`src/rtl/receiver_pkg.sv`:
```
// Shared UART receive definitions: FSM state encodings, data width,
// default oversampling ratio and the odd-parity check helper.
package receiver_pkg;

  localparam int UART_DATA_BITS     = 8;
  localparam int OVERSAMPLE_DEFAULT = 16;

  typedef enum logic [2:0] {
    S_IDLE      = 3'd0,
    S_START     = 3'd1,
    S_DATA      = 3'd2,
    S_PARITY    = 3'd3,
    S_STOP      = 3'd4,
    S_WAIT_HIGH = 3'd5
  } rx_state_t;

  // Odd parity: data bits plus parity bit must contain an odd number of ones.
  function automatic logic odd_parity_err(input logic [UART_DATA_BITS-1:0] data,
                                          input logic parity_bit);
    return ~(^data ^ parity_bit);
  endfunction

endpackage

```
`src/rtl/receiver_sync.sv`:
```
// Two-flop synchroniser for the asynchronous serial line.
// Resets to 1 so an idle line never looks like a start bit coming out of reset.
// Ports:
//   i_clk   sample clock
//   i_rst_n asynchronous active-low reset
//   i_d     asynchronous input
//   o_q     synchronised output
module rx_sync (
  input  logic i_clk,
  input  logic i_rst_n,
  input  logic i_d,
  output logic o_q
);

  logic r_meta;
  logic r_sync;

  always_ff @(posedge i_clk or negedge i_rst_n) begin
    if (!i_rst_n) begin
      r_meta <= 1'b1;
      r_sync <= 1'b1;
    end else begin
      r_meta <= i_d;
      r_sync <= r_meta;
    end
  end

  assign o_q = r_sync;

endmodule

```
`src/rtl/receiver.sv`:
```
// UART receive path. Samples RX at OVERSAMPLE x baud, frames
// start / 8 data (LSB first) / [odd parity] / stop, and presents the byte on
// message[8:1] with a one-cycle valid strobe.
// Build option: define UART_PARITY_EN for an 11-bit frame with odd parity
// checking; without it the frame is 10 bits and parity_err is tied 0.
// Ports:
//   CLK         sample clock, OVERSAMPLE x baud
//   rst_n       asynchronous active-low reset
//   RX          serial line, idle high, asynchronous
//   message     [8:1] last received byte, message[1] = first data bit
//   valid       one-cycle strobe when message/parity_err/frame_err update
//   parity_err  parity mismatch on last frame
//   frame_err   stop bit sampled low on last frame
//
// state     | meaning
// S_IDLE    | line idle, waiting for rx_s low
// S_START   | counting to start-bit centre, rejects glitches
// S_DATA    | sampling 8 data bits at bit centres
// S_PARITY  | sampling parity bit (parity build only)
// S_STOP    | sampling stop bit, delivers the frame
// S_WAIT_HIGH | stop was low (break), wait for line to return high
module receiver
  import receiver_pkg::*;
#(
  parameter int OVERSAMPLE = OVERSAMPLE_DEFAULT
) (
  input  logic       CLK,
  input  logic       rst_n,
  input  logic       RX,
  output logic [8:1] message,
  output logic       valid,
  output logic       parity_err,
  output logic       frame_err
);

  localparam int CW = $clog2(OVERSAMPLE);
  localparam logic [CW-1:0] HALF_M1 = CW'(OVERSAMPLE/2 - 1);
  localparam logic [CW-1:0] FULL_M1 = CW'(OVERSAMPLE - 1);
  localparam logic [2:0]    LAST_BIT = 3'(UART_DATA_BITS - 1);

  logic                      w_rx_s;
  rx_state_t                 r_state;
  rx_state_t                 w_next;
  logic [CW-1:0]             r_cnt;
  logic [2:0]                r_bit_idx;
  logic [UART_DATA_BITS-1:0] r_shift;
  logic [8:1]                r_message;
  logic                      r_valid;
  logic                      r_perr;
  logic                      r_ferr;
  logic                      w_tick_half;
  logic                      w_tick_full;
  logic                      w_deliver;
`ifdef UART_PARITY_EN
  logic                      r_par_bit;
`endif

  rx_sync u_rx_sync (
    .i_clk   (CLK),
    .i_rst_n (rst_n),
    .i_d     (RX),
    .o_q     (w_rx_s)
  );

  assign w_tick_half = (r_cnt == HALF_M1);
  assign w_tick_full = (r_cnt == FULL_M1);

  always_ff @(posedge CLK or negedge rst_n) begin
    if (!rst_n) r_state <= S_IDLE;
    else        r_state <= w_next;
  end

  always_comb begin
    w_next    = r_state;
    w_deliver = 1'b0;
    case (r_state)
      S_IDLE:
        if (!w_rx_s) w_next = S_START;
      S_START:
        // A start bit that is high again at its centre was a glitch.
        if (w_tick_half) w_next = w_rx_s ? S_IDLE : S_DATA;
      S_DATA:
        if (w_tick_full && (r_bit_idx == LAST_BIT)) begin
`ifdef UART_PARITY_EN
          w_next = S_PARITY;
`else
          w_next = S_STOP;
`endif
        end
      S_PARITY:
        if (w_tick_full) w_next = S_STOP;
      S_STOP:
        if (w_tick_full) begin
          w_deliver = 1'b1;
          w_next    = w_rx_s ? S_IDLE : S_WAIT_HIGH;
        end
      S_WAIT_HIGH:
        if (w_rx_s) w_next = S_IDLE;
      default:
        w_next = S_IDLE;
    endcase
  end

  // Tick counter: restarts at each start edge so sampling stays centred
  // relative to that frame, which is what lets back-to-back frames work.
  always_ff @(posedge CLK or negedge rst_n) begin
    if (!rst_n) begin
      r_cnt <= '0;
    end else begin
      case (r_state)
        S_START:                   r_cnt <= w_tick_half ? '0 : r_cnt + 1'b1;
        S_DATA, S_PARITY, S_STOP:  r_cnt <= w_tick_full ? '0 : r_cnt + 1'b1;
        default:                   r_cnt <= '0;
      endcase
    end
  end

  always_ff @(posedge CLK or negedge rst_n) begin
    if (!rst_n) begin
      r_bit_idx <= '0;
      r_shift   <= '0;
    end else begin
      if (r_state == S_START && w_tick_half) begin
        r_bit_idx <= '0;
      end else if (r_state == S_DATA && w_tick_full) begin
        // LSB first: the first bit ends up in r_shift[0] -> message[1].
        r_shift   <= {w_rx_s, r_shift[UART_DATA_BITS-1:1]};
        r_bit_idx <= r_bit_idx + 1'b1;
      end
    end
  end

`ifdef UART_PARITY_EN
  always_ff @(posedge CLK or negedge rst_n) begin
    if (!rst_n)                                r_par_bit <= 1'b0;
    else if (r_state == S_PARITY && w_tick_full) r_par_bit <= w_rx_s;
  end
`endif

  // User-visible outputs only move in the delivery cycle.
  always_ff @(posedge CLK or negedge rst_n) begin
    if (!rst_n) begin
      r_message <= '0;
      r_valid   <= 1'b0;
      r_perr    <= 1'b0;
      r_ferr    <= 1'b0;
    end else begin
      r_valid <= w_deliver;
      if (w_deliver) begin
        r_message <= r_shift;
        r_ferr    <= ~w_rx_s;
`ifdef UART_PARITY_EN
        r_perr    <= odd_parity_err(r_shift, r_par_bit);
`else
        r_perr    <= 1'b0;
`endif
      end
    end
  end

  assign message    = r_message;
  assign valid      = r_valid;
  assign parity_err = r_perr;
  assign frame_err  = r_ferr;

endmodule

```
`config.mk`:
```
export PLATFORM = sky130hd
export DESIGN_NAME = receiver
export DESIGN_NICKNAME = d
export VERILOG_FILES = /design/src/rtl/receiver_pkg.sv /design/src/rtl/receiver_sync.sv /design/src/rtl/receiver.sv
export SDC_FILE = /design/constraint.sdc
export NUM_CORES = 1
export LEC_CHECK = 0
export CORE_MARGIN = 2
export CORE_UTILIZATION = 54
export DETAILED_ROUTE_END_ITERATION = 10
export PLACE_DENSITY = 0.76
export SKIP_CTS_REPAIR_TIMING = 1
export SKIP_LAST_GASP = 1
export SLEW_MARGIN = 10
export SYNTH_ARGS = -nofsm -noshare
export SYNTH_HDL_FRONTEND = slang
export SYNTH_HIERARCHICAL = 1
export SYNTH_SLANG_ARGS = --single-unit
```
`constraint.sdc`:
```
create_clock -name CLK -period 4.6 [get_ports CLK]
set_clock_uncertainty 0.05 [all_clocks]
set_input_delay 0.46 -clock CLK [delete_from_list [all_inputs] [get_ports CLK]]
set_output_delay 0.46 -clock CLK [all_outputs]
set_load 0.1 [all_outputs]
```
# Word level (Yosys, flattened, before mapping)
# Cells that the tools add are included.
# word_totals
reg_bits,30
out_inout_bits,11
word_cells,51
inputBits,3
# op_classes
reduce_logical,8
muxes,16
addsub,2
eq_ne,14
n_bitwise,2
# ops
op,n
$mux 3,9
$pmux 3 s6,1
$ne 2x2->1 const B,5
$eq 3x3->1 const B,3
$mux 4,2
$pmux 4 s2,1
$eq 3x2->1 const B,2
$reduce_and 6->1,1
$add 4x1->4 const B,1
$eq 4x3->1 const B,1
$eq 4x4->1 const B,1
$add 3x1->3 const B,1
$eq 3x1->1 const B,1
$logic_and 1x1->1,3
$logic_not 3->1,1
$reduce_or 3->1,1
$mux 1,2
$mux 2,1
$ne 2x1->1 const B,1
$not 1->1,2
$reduce_and 2->1,1
$reduce_bool 2->1,1

# Longest topological paths before layout
# Gate-level depths: netlist of the first run.
# depth
word_depth,4
depth_mapped,5
mapped_depth_nobuf,5

# Hierarchy
# Netlist of the first run, hierarchy kept.
# by_module_without_submodules
module,n_inst,cells_per_inst,area_per_inst_um2,seq_area_each_um2
receiver,1,101,1307.5,700.7
rx_sync,1,2,52.6,52.6

# Worst setup path after synthesis of the first run
# No wires, ideal clock.
# synth_path
path_kind,reg2reg
from,reg r_cnt[0]
to,reg r_shift[0]
path_buffers,1
t_required_ns,4.425
t_arrival_ns,1.479
setup_ns,0.125
path_stages_with_launch,6
period_less_slack_ns,1.654
path_slack_ns,2.946
cell_sequence,dfrtp_1 > ha_1 > nand3_2 > or3_1 > buf_6 > mux2_4
# synth_via
elab_chain_len,4
elab_cells_between_ends,6
cone_classes,eq/ne: 2; bitwise: 1; reduce/logical: 3
# synth_rtl
element,line_no,rtl
from (decl),receiver.sv:44,logic [CW-1:0] r_cnt;
from (signal assigned),receiver.sv:111,S_START: r_cnt <= w_tick_half ? '0 : r_cnt + 1'b1;
from (signal assigned),receiver.sv:112,"S_DATA, S_PARITY, S_STOP: r_cnt <= w_tick_full ? '0 : r_cnt + 1'b1;"
$eq 4x3->1,receiver.sv:65,assign w_tick_half = (r_cnt == HALF_M1);
$logic_and 1x1->1,receiver.sv:123,if (r_state == S_START && w_tick_half) begin
$not 1->1 (no line),-,
$reduce_and 2->1 (no line) *,-,
to (signal assigned),receiver.sv:127,"r_shift <= {w_rx_s, r_shift[UART_DATA_BITS-1:1]};"
to (decl),receiver.sv:46,logic [UART_DATA_BITS-1:0] r_shift;
# Mark *: on every way between the ends. The rest lies on a longest branch, timed or not.
# A chain may end at the register's enable or synchronous reset.

# Worst setup path after layout of the first run
# layout_path
from,reg r_message (netlist bit message[7])
to,out message[7] in the netlist's numbering
# layout_rtl
element,line_no,rtl
from (decl),receiver.sv:47,logic [8:1] r_message;
from (signal assigned),receiver.sv:150,r_message <= r_shift;
to (decl),receiver.sv:30,"output logic [8:1] message,"
# No word-level cell between the ends.

==> impl_metrics.py, run 1 <==
metrics = {
    "synth": {
        "postSynthAreaPerCell_sq_um": 13.2,
        "yosysMostFrequentCell": "dfrtp_1",
        "synth_async_sr_flop_share_pct": 100,
        "synth_seq_area_share_pct": 55.4,
        "yosys-mux-area-fraction_pct": 16.8,
        "post_synth_xor_area_fraction_pct": 2.58,
        "synth.top_cells.by_area": "dfrtp_1, mux2_2, mux2_4, dfstp_2, ha_1",
        "share_of_the_synthesized_area_in_compound_gates_ao_oa_aoi_oai_pct": 7.08,
        "synth-seq-cells": 30,
        "synth.lib_cells_used.distinct": 33,
        "ys_dominant_reg_cell": "dfrtp_1",
        "synth_top_cell_area_share_pct": 51.5,
        "synthTopCellsByCount": "dfrtp_1, mux2_2, mux2_4",
        "postSynthNetCount": 109,
        "synth_largest_area_cell": "dfrtp_1",
        "synth_edf_count": 0,
        "netlist_area_sq_um": 1360,
        "yosys.area_share.adder_pct": 2.76,
        "syn_inst": 103,
        "synthesis.yosys.warnings": 6,
        "synth_top_family_by_area": "multiplexers",
        "synthSimpleGateAreaFrac_pct": 10.4,
    },
    "die": {
        "die_area_sq_um": 2940,
        "boundaryPins": 14,
        "floorplan.die.width_um": 54.2,
        "row_count": 18,
        "initial_core_util_pct": 55.9,
        "fp.dieH_um": 54.2,
        "fp.coreArea_sq_um": 2430,
    },
    "global_route": {
        "grt_pass1_vias": 843,
        "grt_pass1_wl_mm": 3.70,
        "gr-usage-met1_pct": 21.6,
        "globalRouteMet3Util_pct": 8.33,
        "grt_use_total_pct": 18.3,
        "grt_remaining_overflow": 0,
        "grt.busiest_layer": "met2",
        "grt_use_met2_pct": 29.5,
        "antenna_found_initial": 0,
        "largest_net_degree_at_the_start_of_global_routing": 31,
    },
    "placed_design": {
        "place_congestion": 0.827,
        "hpwlAfterDp_mm": 1.57,
        "place.port_buffers": 12,
        "place_ws_ps": 2610,
        "post_dp_cell_area_sq_um": 1480,
    },
    "clock_tree": {
        "cts.path.max_buffers": 2,
        "numCtsBuffers": 5,
        "clk_pin_slew_ps": 100,
        "cts_tree": "done",
        "cts_htree_levels": 2,
        "cts_root_buf": "clkbuf_4",
        "insertion_delay_ps": 320,
        "cts_sinks": 30,
    },
    "layout": {
        "syn2layout_area_growth_pct": 13.2,
        "final_layout_size_suffix_gt1_share_pct": 26.3,
        "final_nets": 123,
        "multi_input_comb_area_sq_um": 543,
        "layout.area.seq_sq_um": 753,
        "final_design_area_no_fill_sq_um": 1540,
        "antenna-diode-count": 0,
        "fill_cells": 194,
        "layout.core_utilization_pct": 63.3,
    },
    "timing": {
        "achievable-frequency_mhz": 428,
        "worst_slack_ps": 2260,
        "timing.max_slew.rel_slack_pct": 34.6,
        "grt_setup_unrepaired": "false",
        "setup_tns_ps": 0,
        "min_period_ps": 2340,
        "hold_ws_ps": 313,
        "layout_worst_path_cycle_share_pct": 50.8,
        "slew_viol_final": 0,
        "max_slew.worst_pin.slew_ps": 977,
        "finalSetupViolCount": 0,
        "hold_violations": 0,
    },
    "worst_setup_path": {
        "worst_r2r_path_depth": 4,
        "timing.reg2reg.setup_slack_ps": 2600,
        "cp_slowest_stage_delay_ps": 1140,
        "setup.worst_path.end_class": "primary output",
        "crit-reg2reg-launch": "r_cnt[0]$_DFF_PN0_",
        "worst_path_dominant_cell_family": "buffers and inverters",
        "crit_chain": "clkdlybuf4s50_1",
        "crit_path_category": "reg -> out",
        "cp.required_ps": 4090,
        "worst-path-buf-inv": 1,
        "crit_path_start_kind": "flop",
        "critPathMaxFanout": 2,
        "rr_endpoint": "r_shift[1]$_DFFE_PN0P_",
        "critical_path.slowest_cell": "clkdlybuf4s50_1",
        "cp.arrival_ps": 1830,
    },
    "job": {
        "maxCapViolations": 0,
    },
    "pwr": {
        "power.density_nw_per_um2": 451,
        "max-vdd-ir-drop_mv": 0.338,
        "total_leakage_power_uw": 0.000737,
    },
    "hold_path": {
        "hold_start": "u_rx_sync/r_meta$_DFF_PN1_",
        "worstHoldPathCells": 0,
        "whs_endpoint": "u_rx_sync/o_q$_DFF_PN1_",
        "hold_path.class": "reg -> reg",
    },
    "routing": {
        "dr.pass1.iters": 4,
        "detail-route-antenna-nets": 0,
        "total_drc_errors_in_the_routed_layout": 0,
        "totalWireLength_mm": 2.25,
        "drt_first_iter_violations": 14,
        "overall_via_count_from_detail_route": 822,
        "vias_per_cell": 5.55,
        "detail_routed_net_length_per_standard_cell_um": 15.2,
    },
    "status": {
        "status": "completed",
    },
}
-- sequential cells by signal, indices dropped and copies added (netlist names) --
name              count
u_rx_sync/o_q         1
r_cnt                 4
r_shift               8
frame_err             1
valid                 1
message               8
r_bit_idx             3
u_rx_sync/r_meta      1
r_state               3
-- cell type report --
type                    count  share of cell area [%]
multi-input cells          63                    35.3
clock inverters             2                   0.812
inverters                   4                   0.975
well taps                  30                    2.44
repair buffers             13                    8.29
clock buffers               6                    3.33
flip-flops and latches     30                    48.9
-- logic make-up (layout without fill, tap and decap cells) --
family                     count (synthesis)  in the layout
DFF                                       30             30
and+or+nand+nor                           23             23
muxes                                     18             18
AOI/OAI and AO/OA                         14             14
buffers and inverters                     10             25
xor gates and xnor gates                   4              4
adders and majority gates                  3              3
other                                      1              1
-- layer usage --
metal / up-vias / share of wire [%]
met5: - / 0
met4: 0 / 0.53
met3: 2 / 4.9
met2: 20 / 52
met1: 413 / 43
li1: 387 / -
-- power by group --
group	internal [uW]	switching (uW)
clock	73.4	93.6
combinational	89.6	72.7
sequential	313	51.7
-- worst max-delay path by stage --
| stage | from | end | cells after the start |
|---|---|---|---|
| finish | message[7]$_DFFE_PN0P_ | message[7] | 1 |
| global route | message[4]$_DFFE_PN0P_ | message[4] | 1 |
| CTS | message[7]$_DFFE_PN0P_ | message[7] | 1 |
| detailed placement | message[7]$_DFFE_PN0P_ | message[7] | 1 |
| global placement | message[8]$_DFFE_PN0P_ | message[8] | 1 |
| floorplan | r_cnt[0]$_DFF_PN0_ | r_shift[0]$_DFFE_PN0P_ | 5 |
-- cell usage in the layout, fill, tap and decap left out, types with 3 or more instances in the layout --
cell type	count
clkdlybuf4s50_1	12
dfrtp_1	28
mux2_4	7
a21oi_1	3
inv_1	4
xnor2_1	3
mux2_2	11
or3_1	3
clkbuf_4	5
nor3_1	3
nor2_1	5
ha_1	3
-- through the flow --
step,total power [uW],cells
after floorplan,507,103
after global placement,519,140
after detailed placement,532,140
after CTS,698,148
after global routing,740,148
final,694,148
Note: power is estimated with default switching activity, not from simulation.
==> inputs of run 2 (changes only) <==
clock period = 2.2 ns   (was 4.6 ns; I/O delays follow)
==> run 2 against run 1 <==
  * Sequential power grew 110%
  * Sequential share of layout area is 0.12 points lower
  * Worst setup slack lost 1900 ps
  * Routed wire length decreased by 3.8%
  * Clock power increased to 2.7 times the previous value
  * Non-clock buffer count increased by 1
  * Largest cell class unchanged
  * Highest routed layer unchanged
==> impl_metrics.py, run 2 (synthesis gave the netlist of run 1 again) <==
metrics = {
    "pwr": {
        "max-vdd-ir-drop_mv": 0.701,
        "power.density_nw_per_um2": 1000,
        "total_leakage_power_uw": 0.000774,
    },
    "placed_design": {
        "place.port_buffers": 12,
        "post_dp_cell_area_sq_um": 1460,
        "place_ws_ps": 386,
        "placedCellCount": 141,
        "hpwlAfterDp_mm": 1.58,
        "place_congestion": 0.765,
    },
    "worst_setup_path": {
        "cp.required_ps": 2360,
        "crit-reg2reg-launch": "r_cnt[0]$_DFF_PN0_",
        "crit_path_category": "reg -> reg",
        "cp.arrival_ps": 1970,
        "worst_r2r_path_depth": 4,
        "crit_path_start_kind": "flop",
        "critPathMaxFanout": 6,
        "rr_endpoint": "r_shift[4]$_DFFE_PN0P_",
        "timing.reg2reg.setup_slack_ps": 390,
        "setup.worst_path.end_class": "flop",
    },
    "timing": {
        "finalSetupViolCount": 0,
        "achievable-frequency_mhz": 552,
        "grt_setup_unrepaired": "false",
        "slew_viol_final": 0,
        "layout_worst_path_cycle_share_pct": 82.4,
        "setup_tns_ps": 0,
        "hold_violations": 0,
        "worst_slack_ps": 387,
        "min_period_ps": 1810,
    },
    "layout": {
        "syn2layout_area_growth_pct": 13.5,
        "instances_no_fill": 149,
        "final_layout_size_suffix_gt1_share_pct": 34.5,
        "final_design_area_no_fill_sq_um": 1540,
        "fill_cells": 198,
        "final_nets": 124,
        "most_common_cell_after_layout_fill_and_taps_aside": "dfrtp_1",
        "layout.core_utilization_pct": 63.5,
        "layout.cells.most_common_list": "dfrtp_1, buf_4, mux2_2",
        "antenna-diode-count": 0,
    },
    "clock_tree": {
        "clk_pin_slew_ps": 90,
        "cts_sinks": 30,
        "cts_root_buf": "clkbuf_4",
        "insertion_delay_ps": 310,
        "cts_tree": "done",
        "numCtsBuffers": 5,
        "cts.path.max_buffers": 2,
        "cts_htree_levels": 2,
    },
    "routing": {
        "overall_via_count_from_detail_route": 802,
        "dr.pass1.iters": 4,
        "vias_per_cell": 5.38,
        "detail_routed_net_length_per_standard_cell_um": 14.5,
        "drt_first_iter_violations": 22,
        "detail-route-antenna-nets": 0,
        "total_drc_errors_in_the_routed_layout": 0,
        "totalWireLength_mm": 2.17,
    },
    "status": {
        "status": "completed",
    },
    "global_route": {
        "grt_use_total_pct": 17.0,
        "grt_pass1_wl_mm": 3.30,
        "antenna_found_initial": 0,
        "grt_pass1_vias": 757,
        "largest_net_degree_at_the_start_of_global_routing": 31,
        "grt_remaining_overflow": 0,
    },
    "die": {
        "floorplan.die.width_um": 54.2,
        "row_count": 18,
        "fp.coreArea_sq_um": 2430,
        "fp.dieH_um": 54.2,
        "die_area_sq_um": 2940,
        "boundaryPins": 14,
        "initial_core_util_pct": 55.9,
    },
    "hold_path": {
        "hold_path.class": "in -> async",
    },
    "job": {
        "maxCapViolations": 0,
    },
}
==> run 2: power by group <==
group | internal, uW | switching, uW | leakage, uW
sequential | 654 | 109 | 0.000393
combinational | 190 | 150 | 0.000335
clock | 271 | 175 | 0.0000455
total | 1120 | 434 | 0.000774
==> run 2: cell type report <==
cell class	count	area (sq um)	share of cell area, %
Clock buffer	7	55.1	3.57
Clock inverter	1	30.0	1.94
Inverter	4	15.0	0.972
Multi-Input combinational cell	63	543	35.2
Sequential cell	30	753	48.8
Tap cell	30	37.5	2.43
Timing Repair Buffer	14	110	7.13
==> run 2: worst max path at each step <==
stage	from	to	slack, ps	cells after the start
final	r_cnt[0]$_DFF_PN0_	r_shift[4]$_DFFE_PN0P_	390	4
after global routing	r_cnt[0]$_DFF_PN0_	r_shift[4]$_DFFE_PN0P_	310	4
after CTS	r_cnt[0]$_DFF_PN0_	r_shift[4]$_DFFE_PN0P_	380	4
after detailed placement	r_cnt[0]$_DFF_PN0_	r_shift[7]$_DFFE_PN0P_	390	4
after global placement	r_cnt[0]$_DFF_PN0_	r_shift[3]$_DFFE_PN0P_	420	4
after floorplan	r_cnt[0]$_DFF_PN0_	r_shift[0]$_DFFE_PN0P_	550	5
==> run 2: critical path: stages, from the launching register on <==
cell,delay [ps]
dfrtp_1,370
ha_1,250
nand3_2,140
or3_1,550
mux2_4,350
==> run 2: routing by layer <==
layer	vias up	global-route usage [%]	wire [um]
met4	0	8.75	24
li1	392	-	-
met5	-	0	0
met1	383	20.5	952
met2	23	26.7	1070
met3	4	5.83	116
==> run 2: metrics by stage <==
stage | hold slack [ps] | power [uW]
2_1_floorplan | -126 | 1060
3_3_place_gp | 298 | 1100
3_5_place_dp | 299 | 1120
4_1_cts | 234 | 1570
5_1_grt | 236 | 1650
6_report | 229 | 1550
